<file path="config.mk">
export PLATFORM = sky130hd
export DESIGN_NAME = axil_reg_bridge_rd
export DESIGN_NICKNAME = d
export VERILOG_FILES = /design/src/rtl/axil_pkg.sv /design/src/rtl/axil_reg_bridge_rd.sv
export SDC_FILE = /design/constraint.sdc
export NUM_CORES = 1
export LEC_CHECK = 0
export BUFFER_PORTS_ARGS = -buffer_cell sky130_fd_sc_hd__buf_2
export CELL_PAD_IN_SITES_DETAIL_PLACEMENT = 2
export CELL_PAD_IN_SITES_GLOBAL_PLACEMENT = 2
export CORE_ASPECT_RATIO = 2
export CORE_MARGIN = 5
export CORE_UTILIZATION = 28
export DETAILED_ROUTE_END_ITERATION = 7
export PLACE_DENSITY_LB_ADDON = 0.1
export SLEW_MARGIN = 25
export SYNTH_ARGS = -nofsm -noshare
export SYNTH_HDL_FRONTEND = slang
export SYNTH_SLANG_ARGS = --single-unit
</file>
<file path="constraint.sdc">
create_clock -name clk -period 2.6 [get_ports clk]
set_input_delay 0.39 -clock clk [delete_from_list [all_inputs] [get_ports clk]]
set_output_delay 0.39 -clock clk [all_outputs]
set_load 0.02 [all_outputs]
</file>
<file path="src/rtl/axil_pkg.sv">
// Shared AXI4-lite definitions: response codes and the read-bridge state encoding.
package axil_pkg;

  localparam logic [1:0] RESP_OKAY   = 2'b00;
  localparam logic [1:0] RESP_EXOKAY = 2'b01;
  localparam logic [1:0] RESP_SLVERR = 2'b10;
  localparam logic [1:0] RESP_DECERR = 2'b11;

  typedef enum logic [1:0] {
    IDLE = 2'b00,
    REQ  = 2'b01,
    RESP = 2'b10
  } rd_state_e;

endpackage

</file>
<file path="src/rtl/axil_reg_bridge_rd.sv">
// AXI4-lite read slave driving a single-outstanding register read port.
// Optional access timeout (SLVERR) enabled by macro AXIL_REG_BRIDGE_RD_TIMEOUT_EN.
module axil_reg_bridge_rd
  import axil_pkg::*;
#(
  parameter int DATA_WIDTH = 32,
  parameter int ADDR_WIDTH = 32,
  parameter int STRB_WIDTH = DATA_WIDTH / 8,
  parameter int TIMEOUT    = 4
) (
  input  logic                  clk,
  input  logic                  rst,
  input  logic [ADDR_WIDTH-1:0] s_axil_araddr,
  input  logic [2:0]            s_axil_arprot,
  input  logic                  s_axil_arvalid,
  output logic                  s_axil_arready,
  output logic [DATA_WIDTH-1:0] s_axil_rdata,
  output logic [1:0]            s_axil_rresp,
  output logic                  s_axil_rvalid,
  input  logic                  s_axil_rready,
  output logic [ADDR_WIDTH-1:0] reg_rd_addr,
  output logic                  reg_rd_en,
  input  logic [DATA_WIDTH-1:0] reg_rd_data,
  input  logic                  reg_rd_wait,
  input  logic                  reg_rd_ack
);

  // STRB_WIDTH is a power of two; clearing its low bits word-aligns the address.
  localparam logic [ADDR_WIDTH-1:0] ADDR_MASK = ~(ADDR_WIDTH'(STRB_WIDTH - 1));

  rd_state_e             state_q, state_d;
  logic                  arready_q, arready_d;
  logic                  rvalid_q, rvalid_d;
  logic [DATA_WIDTH-1:0] rdata_q, rdata_d;
  logic [1:0]            rresp_q, rresp_d;
  logic                  en_q, en_d;
  logic [ADDR_WIDTH-1:0] addr_q, addr_d;
  logic                  ar_hs_s;
  logic                  timeout_s;
  logic                  unused_s;

  assign ar_hs_s  = (state_q == IDLE) && s_axil_arvalid && arready_q;
  assign unused_s = ^{s_axil_arprot, (TIMEOUT > 0)};

`ifdef AXIL_REG_BRIDGE_RD_TIMEOUT_EN
  localparam int              CNT_W     = (TIMEOUT > 0) ? $clog2(TIMEOUT + 1) : 1;
  localparam logic [CNT_W-1:0] CNT_LOAD  = CNT_W'(TIMEOUT);
  localparam bit              TO_ACTIVE = (TIMEOUT > 0);

  logic [CNT_W-1:0] cnt_q, cnt_d;

  // A zero TIMEOUT keeps timeout_s low so the bridge waits for ack forever.
  assign timeout_s = TO_ACTIVE && (state_q == REQ) && (cnt_q == {CNT_W{1'b0}});

  // Timeout counter next state: load on AR accept, count idle REQ cycles.
  always_comb begin
    cnt_d = cnt_q;
    if (ar_hs_s) begin
      cnt_d = CNT_LOAD;
    end else if ((state_q == REQ) && !reg_rd_ack && !reg_rd_wait &&
                 (cnt_q != {CNT_W{1'b0}})) begin
      cnt_d = cnt_q - {{(CNT_W-1){1'b0}}, 1'b1};
    end else begin
      cnt_d = cnt_q;
    end
  end

  // Timeout counter register.
  always_ff @(posedge clk or posedge rst) begin
    if (rst) begin
      cnt_q <= {CNT_W{1'b0}};
    end else begin
      cnt_q <= cnt_d;
    end
  end
`else
  assign timeout_s = 1'b0;
`endif

  // Next-state and output logic of the IDLE/REQ/RESP sequencer.
  always_comb begin
    state_d   = state_q;
    arready_d = arready_q;
    rvalid_d  = rvalid_q;
    rdata_d   = rdata_q;
    rresp_d   = rresp_q;
    en_d      = en_q;
    addr_d    = addr_q;

    case (state_q)
      IDLE: begin
        arready_d = 1'b1;
        if (ar_hs_s) begin
          addr_d    = s_axil_araddr & ADDR_MASK;
          en_d      = 1'b1;
          arready_d = 1'b0;
          state_d   = REQ;
        end else begin
          state_d = IDLE;
        end
      end

      REQ: begin
        // Ack is checked first so a same-cycle ack beats the timeout.
        if (reg_rd_ack) begin
          rdata_d  = reg_rd_data;
          rresp_d  = RESP_OKAY;
          en_d     = 1'b0;
          rvalid_d = 1'b1;
          state_d  = RESP;
        end else if (timeout_s) begin
          rdata_d  = {DATA_WIDTH{1'b0}};
          rresp_d  = RESP_SLVERR;
          en_d     = 1'b0;
          rvalid_d = 1'b1;
          state_d  = RESP;
        end else begin
          state_d = REQ;
        end
      end

      RESP: begin
        if (rvalid_q && s_axil_rready) begin
          rvalid_d  = 1'b0;
          arready_d = 1'b1;
          state_d   = IDLE;
        end else begin
          state_d = RESP;
        end
      end

      default: begin
        state_d   = IDLE;
        arready_d = 1'b0;
        rvalid_d  = 1'b0;
        en_d      = 1'b0;
      end
    endcase
  end

  // State and output registers; reset drops any in-flight access.
  always_ff @(posedge clk or posedge rst) begin
    if (rst) begin
      state_q   <= IDLE;
      arready_q <= 1'b0;
      rvalid_q  <= 1'b0;
      rdata_q   <= {DATA_WIDTH{1'b0}};
      rresp_q   <= 2'b00;
      en_q      <= 1'b0;
      addr_q    <= {ADDR_WIDTH{1'b0}};
    end else begin
      state_q   <= state_d;
      arready_q <= arready_d;
      rvalid_q  <= rvalid_d;
      rdata_q   <= rdata_d;
      rresp_q   <= rresp_d;
      en_q      <= en_d;
      addr_q    <= addr_d;
    end
  end

  assign s_axil_arready = arready_q;
  assign s_axil_rvalid  = rvalid_q;
  assign s_axil_rdata   = rdata_q;
  assign s_axil_rresp   = rresp_q;
  assign reg_rd_en      = en_q;
  assign reg_rd_addr    = addr_q;

endmodule
</file>
==> reports/metrics.yaml, run 1 <==
postCtsResizedCells: 0
drtIter0Drc: 22
power.total_mw: 5.229
synth_fa_ha_area_share_pct: 0
antenna_cells_inserted: 0
route.met3.wl_um: 540
wl_per_cell_um: 17.98
yosysTopAreaCellShare_pct: 64.39
reg2reg_from: "state_q[0]"
core_um2: 9074
maxCapViolCount: 0
power_density_nw_per_um2: 1448
rows: 49
p_leak_nw: 1.796
async_reset_ff_share_pct: 100.0
rsz0062_at_grt: "false"
nets: 370
synth_top_family_by_area: "multiplexers"
die_y_um: 146.4
grt_overflow: 0
grt_start_max_net_pins: 34
fp.dieW_um: 78.19
grt_usage_pct: 13.25
rr_endpoint: "s_axil_rdata[22]"
top_layer: "met4"
r2r_slack_ns: 0.99
wl_mm: 7.245
postSynthCellCount: 159
ios: 142
cts_made_buffers: 9
dpl.hpwl_mm: 5.541
synth_area_um2: 2604
synth_mux_area_share_pct: 27.25
ys_types: 18
grt_first_pass_wirelength_mm: 11.35
synth-simple-area-share_pct: 2.739
setup_viol: 0
synth-seq-area-share_pct: 64.39
slew_viol_final: 0
yosysWarnings: 0
cp_max_fo: 33
synth-xor-area-share_pct: 0
hold_violations: 0
cts_root_buf: "clkbuf_16"
status: "finished clean"
critical_path_required_ns: 2.81
num_vias: 1819
drt-pass1-iter-count: 3
synth_flop_cell: "dfrtp_1"
critPathKind: "flip-flop to flip-flop"
post-synth-top-area-cell: "dfrtp_1"
clkLatencyLatePin_ns: 0.33
hold_path.class: "primary input to async pin"
drc_errors: 0
period_share_pct: 61.90
arrival_ns: 1.82
antenna_found_initial: 0
io_buffers: 131
drive_above_1_share_pct: 70.43
crit_path_end_kind: "flip-flop"
min_period_ns: 1.609
gp_congestion: 0.6209
clkTransAtPathRegs_ns: 0.05
fin_skew_ns: 0.005400
synth_edf_count: 0
cp-start-kind: "flip-flop"
ctsHoldBuffers: 0
area_growth_pct: 38.68
synth_compound_area_share_pct: 1.586
post_cts_buffers: 0
ant_nets: 0
wl_met1_mm: 2.531
initial_core_util_pct: 28.70
irDropWorstVdd_uv: 510.9
die-area_um2: 11440
clockBufferDepth: 2
viasPerCell: 4.514
cts_max_level: 3
synth-seq-cells: 67
avgSynthCellArea_um2: 16.38
routed-wl-met2_mm: 4.031
cts.sink_count: 67
grt_pass1_vias: 2115
worstRegToRegCells: 2
cts_tree: "yes"
synth_area_leaders: "dfrtp_1 64%, mux2_2 26%, buf_4 2.0%, buf_6 1.7%, mux2_1 1.7%"
fin_tns_setup_ns: 0
fmax_mhz: 621.4
[worst max path at each step]
stage / depth (start not counted) / from / slack, ns / end
2_1_floorplan: 1 / rst / 0.53 / reg_rd_addr[10]
3_3_place_gp: 2 / state_q[0] / 0.97 / s_axil_rdata[22]
3_5_place_dp: 2 / state_q[0] / 0.92 / s_axil_rdata[22]
4_1_cts: 2 / state_q[0] / 0.91 / s_axil_rdata[22]
5_1_grt: 2 / state_q[0] / 0.83 / s_axil_rdata[22]
6_report: 2 / state_q[0] / 0.99 / s_axil_rdata[22]
[power breakdown]
| part | switching [mW] | total (mW) | internal [mW] | leakage [nW] |
|---|---|---|---|---|
| registers | 0.281 | 1.87 | 1.58 | 0.788 |
| logic | 1.25 | 2.22 | 0.964 | 0.866 |
| clock network | 0.430 | 1.14 | 0.715 | 0.141 |
| total | 1.97 | 5.23 | 3.26 | 1.80 |
[kinds of logic (layout without fill, tap and decap cells)]
kind of cell,count (synthesis),in the layout
compound gates,6,6
buf+inv,12,151
flops,67,67
mux,63,63
other cells,1,4
simple gates,10,10
[area by class of cell]
type | count | area, um2
fill | 957 | 5463
clock buffer | 13 | 270.3
timing repair buffer | 135 | 685.7
sequential | 67 | 1677
inverter | 1 | 3.754
clock inverter | 2 | 10.01
tap | 102 | 127.6
multi-input combinational | 83 | 837.1
[flip-flops by register name, summed over array words and instances (netlist names)]
name	cells
reg_rd_addr	30
reg_rd_en	1
s_axil_arready	1
s_axil_rdata	32
s_axil_rvalid	1
state_q	2
[placed cells by master, fill, tap and decap left out, drive strengths merged]
master	netlist	final
nor2b	1	1
nand2b	1	1
mux2	63	63
conb	1	4
buf	11	135
nand2	2	2
o21ai	2	2
a21oi	1	1
a21bo	1	1
nand3b	1	1
clkbuf	0	13
nor3	1	1
clkinv	0	2
dfrtp	67	67
inv	1	1
a211oi	1	1
nor2	4	4
a211o	1	1
[cell usage after synthesis, types with 2 or more instances]
cell type / instances
nor2_1: 4
mux2_2: 59
buf_4: 7
mux2_1: 4
dfrtp_1: 67
nand2_1: 2
buf_6: 4
o21ai_0: 2
[routing by layer]
layer	track usage, %	up-vias
met5	0	-
met4	5.342	0
met3	5.795	12
met2	23.54	85
met1	13.27	904
li1	-	818
[critical path: stages (launching register included)]
cell and delay [ns]:
dfrtp_1 0.57, nand3b_4 0.45, mux2_1 0.46
[per-stage QoR]
step	hold slack [ns]	std cells	setup WS [ns]	utilization (%)	area, um2
global route	0.03340	403	0.8299	39.80	3611
detailed placement	0.3812	388	0.9231	36.71	3331
floorplan	0.5217	162	0.5268	-	2615
CTS	0.02654	403	0.9114	39.80	3611
finish	0.02388	403	0.9906	39.80	3611
global placement	0.3704	388	0.9694	36.71	3331
Power figures use the tool's default switching activity.
==> run 2: changes to the inputs <==
--- a/config.mk
+++ b/config.mk
@@ -10,7 +10,7 @@
 export CELL_PAD_IN_SITES_GLOBAL_PLACEMENT = 2
 export CORE_ASPECT_RATIO = 2
 export CORE_MARGIN = 5
-export CORE_UTILIZATION = 28
+export CORE_UTILIZATION = 25
 export DETAILED_ROUTE_END_ITERATION = 7
 export PLACE_DENSITY_LB_ADDON = 0.1
 export SLEW_MARGIN = 25
==> constraint.sdc (replaced) <==
create_clock -name clk -period 1.4 [get_ports clk]
set_input_delay 0.21 -clock clk [delete_from_list [all_inputs] [get_ports clk]]
set_output_delay 0.21 -clock clk [all_outputs]
set_load 0.02 [all_outputs]
==> run 2 against run 1 <==
Die area is 11% higher; non-clock buffer count is 10 higher; critical path depth is 3 higher; critical endpoint is now reg_rd_addr[22].
==> reports/metrics.yaml, run 2 (synthesized netlist as in run 1, its figures left out) <==
critical_path_required_ns: 1.61
drc_errors: 0
setup_viol: 0
drtIter0Drc: 41
min_period_ns: 1.370
largest_reg_flops: 32
max_stage_delay_ns: 0.37
startpoint: "s_axil_arready"
cts_root_buf: "clkbuf_16"
core_um2: 10150
hold_slack_ns: 0.08887
area_growth_pct: 45.46
arrival_ns: 1.58
initial_core_util_pct: 25.65
grt_pass1_vias: 2175
die_y_um: 154.3
wl_per_cell_um: 17.09
rows: 52
slew_viol_final: 0
reg2reg_from: "s_axil_arready"
p_leak_nw: 1.854
clockBufferDepth: 2
wl_mm: 7.641
fmax_mhz: 730.2
final_common_cell: "buf_2"
irDropWorstVdd_uv: 786.2
grt_first_pass_wirelength_mm: 11.61
ios: 142
crit_chain: "nand2_2 -> nor3_4 -> buf_4 -> buf_12 -> mux2_2"
maxCapViolCount: 0
fin_util_pct: 37.32
drt-pass1-iter-count: 4
drive_above_1_share_pct: 70.83
r2r_slack_ns: 0.03
cts_tree: "yes"
layout_common_cells: "131 x buf_2, 66 x dfrtp_1, 59 x mux2_2"
power.total_mw: 9.925
stdcell_count: 447
power_density_nw_per_um2: 2620
cts_made_buffers: 9
cts.sink_count: 67
min_from: "reg_rd_data[21]"
io_buffers: 131
clkTransAtPathRegs_ns: 0.05
crit_path_end_kind: "flip-flop"
viasPerCell: 4.190
design_area_um2: 3787
cts_max_level: 3
clkLatencyLatePin_ns: 0.33
ant_nets: 0
status: "finished clean"
worstRegToRegCells: 5
hold_violations: 0
gp_congestion: 0.6460
grt_start_max_net_pins: 41
critPathKind: "flip-flop to flip-flop"
fp.dieW_um: 82.16
crit_family: "flip-flops"
cp_max_fo: 12
hold_path.class: "primary input to flip-flop"
antenna_found_initial: 0
dp_cells: 427
antenna_cells_inserted: 0
nets: 380
num_vias: 1873
die-area_um2: 12680
crit_slowest_cell: "dfrtp_2"
dpl.hpwl_mm: 6.037
grt_usage_pct: 12.68
rr_endpoint: "reg_rd_addr[22]"
crit_path_end: "reg_rd_addr[22]"
cp-start-kind: "flip-flop"
cp.depth: 5
rsz0062_at_grt: "true"
dpl-instance-area_um2: 3472
period_share_pct: 97.83
crit_buf_inv: 2
fin_skew_ns: 0.004707
grt_overflow: 0
-- run 2: worst min path at each step --
stage                             endpoint  cells after the start  slack, ns
after floorplan           s_axil_rdata[21]                      1       0.34
final                     s_axil_rdata[21]                      2       0.09
after global placement    s_axil_rdata[15]                      2       0.15
after CTS                 s_axil_rdata[21]                      2       0.08
after global routing        reg_rd_addr[7]                      2       0.09
after detailed placement   s_axil_rdata[6]                      2       0.15
-- run 2: layout make-up --
| type | instances | area, um2 |
|---|---|---|
| fill | 1109 | 6362 |
| multi-input combinational | 83 | 839.6 |
| inverter | 1 | 7.507 |
| sequential | 67 | 1678 |
| tap | 135 | 168.9 |
| clock buffer | 13 | 240.2 |
| timing repair buffer | 145 | 838.3 |
| clock inverter | 3 | 15.01 |
-- run 2: repair_timing --
item	CTS	global route
endpoints found under the setup margin	0	30
hold buffers	1	0
endpoints found under the hold margin	6	0
buffers inserted	0	2
resized for setup	0	3
-- run 2: worst reg2reg max path, delay by kind of cell (launching register included) --
family	cells	cell delay (ns)
muxes	1	0.35
and+or+nand+nor	2	0.24
DFF	1	0.37
buffers and inverters	2	0.30
-- run 2: power by group --
group	internal, mW	leakage [nW]	switching (mW)	total, mW
Combinational	2.05	0.939	2.47	4.52
Clock	1.19	0.127	0.782	1.97
Sequential	2.95	0.788	0.486	3.43
Total	6.19	1.85	3.74	9.92
-- run 2: through the flow --
| stage | TNS, ns | worst slack [ns] |
|---|---|---|
| 4_1_cts | 0 | 0.004707 |
| 3_5_place_dp | 0 | 0.01800 |
| 6_report | 0 | 0.03042 |
| 5_1_grt | -0.4566 | -0.02881 |
| 3_3_place_gp | 0 | 0.03279 |
| 2_1_floorplan | 0 | 0.002890 |
-- run 2: metal layers --
layer	GRT usage [%]	part of all wire, %
met5	0	0
met1	10.74	30
met2	24.70	62
met4	5.468	1.7
met3	4.598	7.0
==> run 3: changes to the inputs <==
--- a/config.mk
+++ b/config.mk
@@ -13,6 +13,7 @@
 export CORE_UTILIZATION = 25
 export DETAILED_ROUTE_END_ITERATION = 7
 export PLACE_DENSITY_LB_ADDON = 0.1
+export REMOVE_ABC_BUFFERS = 1
 export SLEW_MARGIN = 25
 export SYNTH_ARGS = -nofsm -noshare
 export SYNTH_HDL_FRONTEND = slang
==> run 3 against run 2 <==
The run now ends with setup timing left; cell area grew 3.0%; combinational power increased by 4%; cell count increased by 1.8%; utilization is 1.1 points higher; first-iteration DRC count down 54%; highest routed layer unchanged.
==> reports/metrics.yaml, run 3 (synthesized netlist as in run 1, its figures left out) <==
wl_met1_mm: 2.394
antenna_cells_inserted: 0
rows: 52
hold_path.class: "primary input to flip-flop"
gp_congestion: 0.6886
status: "finished, violations left"
core_um2: 10150
power_density_nw_per_um2: 2651
drive_above_1_share_pct: 72.81
grt_pass1_vias: 2250
cts_root_buf: "clkbuf_16"
min_period_ns: 1.422
rsz0062_at_grt: "true"
io_buffers: 131
grt_start_max_net_pins: 31
wl_per_cell_um: 16.96
nFillCells: 1122
drc_errors: 0
ios: 142
slew_viol_final: 0
p_leak_nw: 1.932
hold_violations: 0
critPathKind: "flip-flop to flip-flop"
drt-pass1-iter-count: 3
cp-start-kind: "flip-flop"
cts_max_level: 3
num_vias: 1896
cp_max_fo: 14
grt_usage_pct: 12.39
route.met3.wl_um: 649
wl_mm: 7.718
clkLatencyLatePin_ns: 0.32
dp_slack_ns: -0.02461
die_y_um: 154.3
fin_skew_ns: 0.008276
grt_first_pass_wirelength_mm: 11.64
fin_tns_setup_ns: -0.2830
fin_util_pct: 38.44
antenna_found_initial: 0
setup_viol: 24
layout_common_cells: "131 x buf_2, 66 x dfrtp_1, 59 x mux2_2"
hold_slack_ns: 0.1127
regArea_um2: 1678
die-area_um2: 12680
clkTransAtPathRegs_ns: 0.06
routed-wl-met2_mm: 4.539
cts.sink_count: 67
viasPerCell: 4.167
largest_reg_flops: 32
period_share_pct: 101.6
grt_overflow: 0
clockBufferDepth: 2
stdcell_count: 455
irDropWorstVdd_uv: 1129
violations: "setup timing"
cts_tree: "yes"
dp_cells: 429
crit_path_end_kind: "flip-flop"
top_layer: "met4"
ant_nets: 0
nets: 388
worst_slack_ns: -0.02213
fmax_mhz: 703.2
drtIter0Drc: 19
multiInputGateArea_um2: 844.6
final_common_cell: "buf_2"
power.total_mw: 10.34
dpl.hpwl_mm: 5.739
initial_core_util_pct: 25.65
cts_made_buffers: 9
fp.dieW_um: 82.16
design_area_um2: 3901
arrival_ns: 1.63
critical_path_required_ns: 1.61
dpl-instance-area_um2: 3457
maxCapViolCount: 0
area_growth_pct: 49.83
==> run 3: where the power goes <==
part	internal, mW	switching, mW
sequential	2.95	0.484
clock	1.42	0.808
combinational	2.20	2.49
total	6.56	3.78
==> run 3: repair_timing <==
action | in CTS | in global routing
pin swaps | 1 | 0
buffers inserted | 4 | 1
endpoints found under the hold margin | 37 | 0
hold buffers | 1 | 0
endpoints found under the setup margin | 28 | 53
resized for setup | 1 | 4
gates cloned | 1 | 3
==> run 3: per-layer routing <==
layer | vias to the layer above | GRT usage [%]
li1 | 857 | -
met1 | 943 | 11.18
met2 | 87 | 23.08
met3 | 9 | 5.239
met4 | 0 | 4.992
met5 | - | 0
==> run 3: cell type report <==
type / count / share of cell area [%]
Sequential cell: 67 / 43.01
Timing Repair Buffer: 153 / 23.35
Multi-Input combinational cell: 83 / 21.65
Clock buffer: 11 / 6.222
Tap cell: 135 / 4.330
Clock inverter: 5 / 1.347
Inverter: 1 / 0.09622
==> run 3: worst max-delay path: stages (launching register included) <==
cell and delay, ns:
dfrtp_2 0.43, nor3_4 0.22, buf_4 0.17, buf_16 0.15
mux2_2 0.34
==> run 3: path summary, 6_finish.rpt <==
path	start	endpoint	slack, ns	cells after the start
min in group asynchronous	rst	s_axil_rdata[16]	0.48	4
max in group asynchronous	rst	reg_rd_addr[4]	0.55	4
worst max-delay path	state_q[1]	reg_rd_addr[18]	-0.02	4
worst min register to register	reg_rd_addr[7]	reg_rd_addr[7]	0.49	1
worst min-delay path	s_axil_araddr[7]	reg_rd_addr[7]	0.11	2
worst max register to register	state_q[1]	reg_rd_addr[18]	-0.02	4
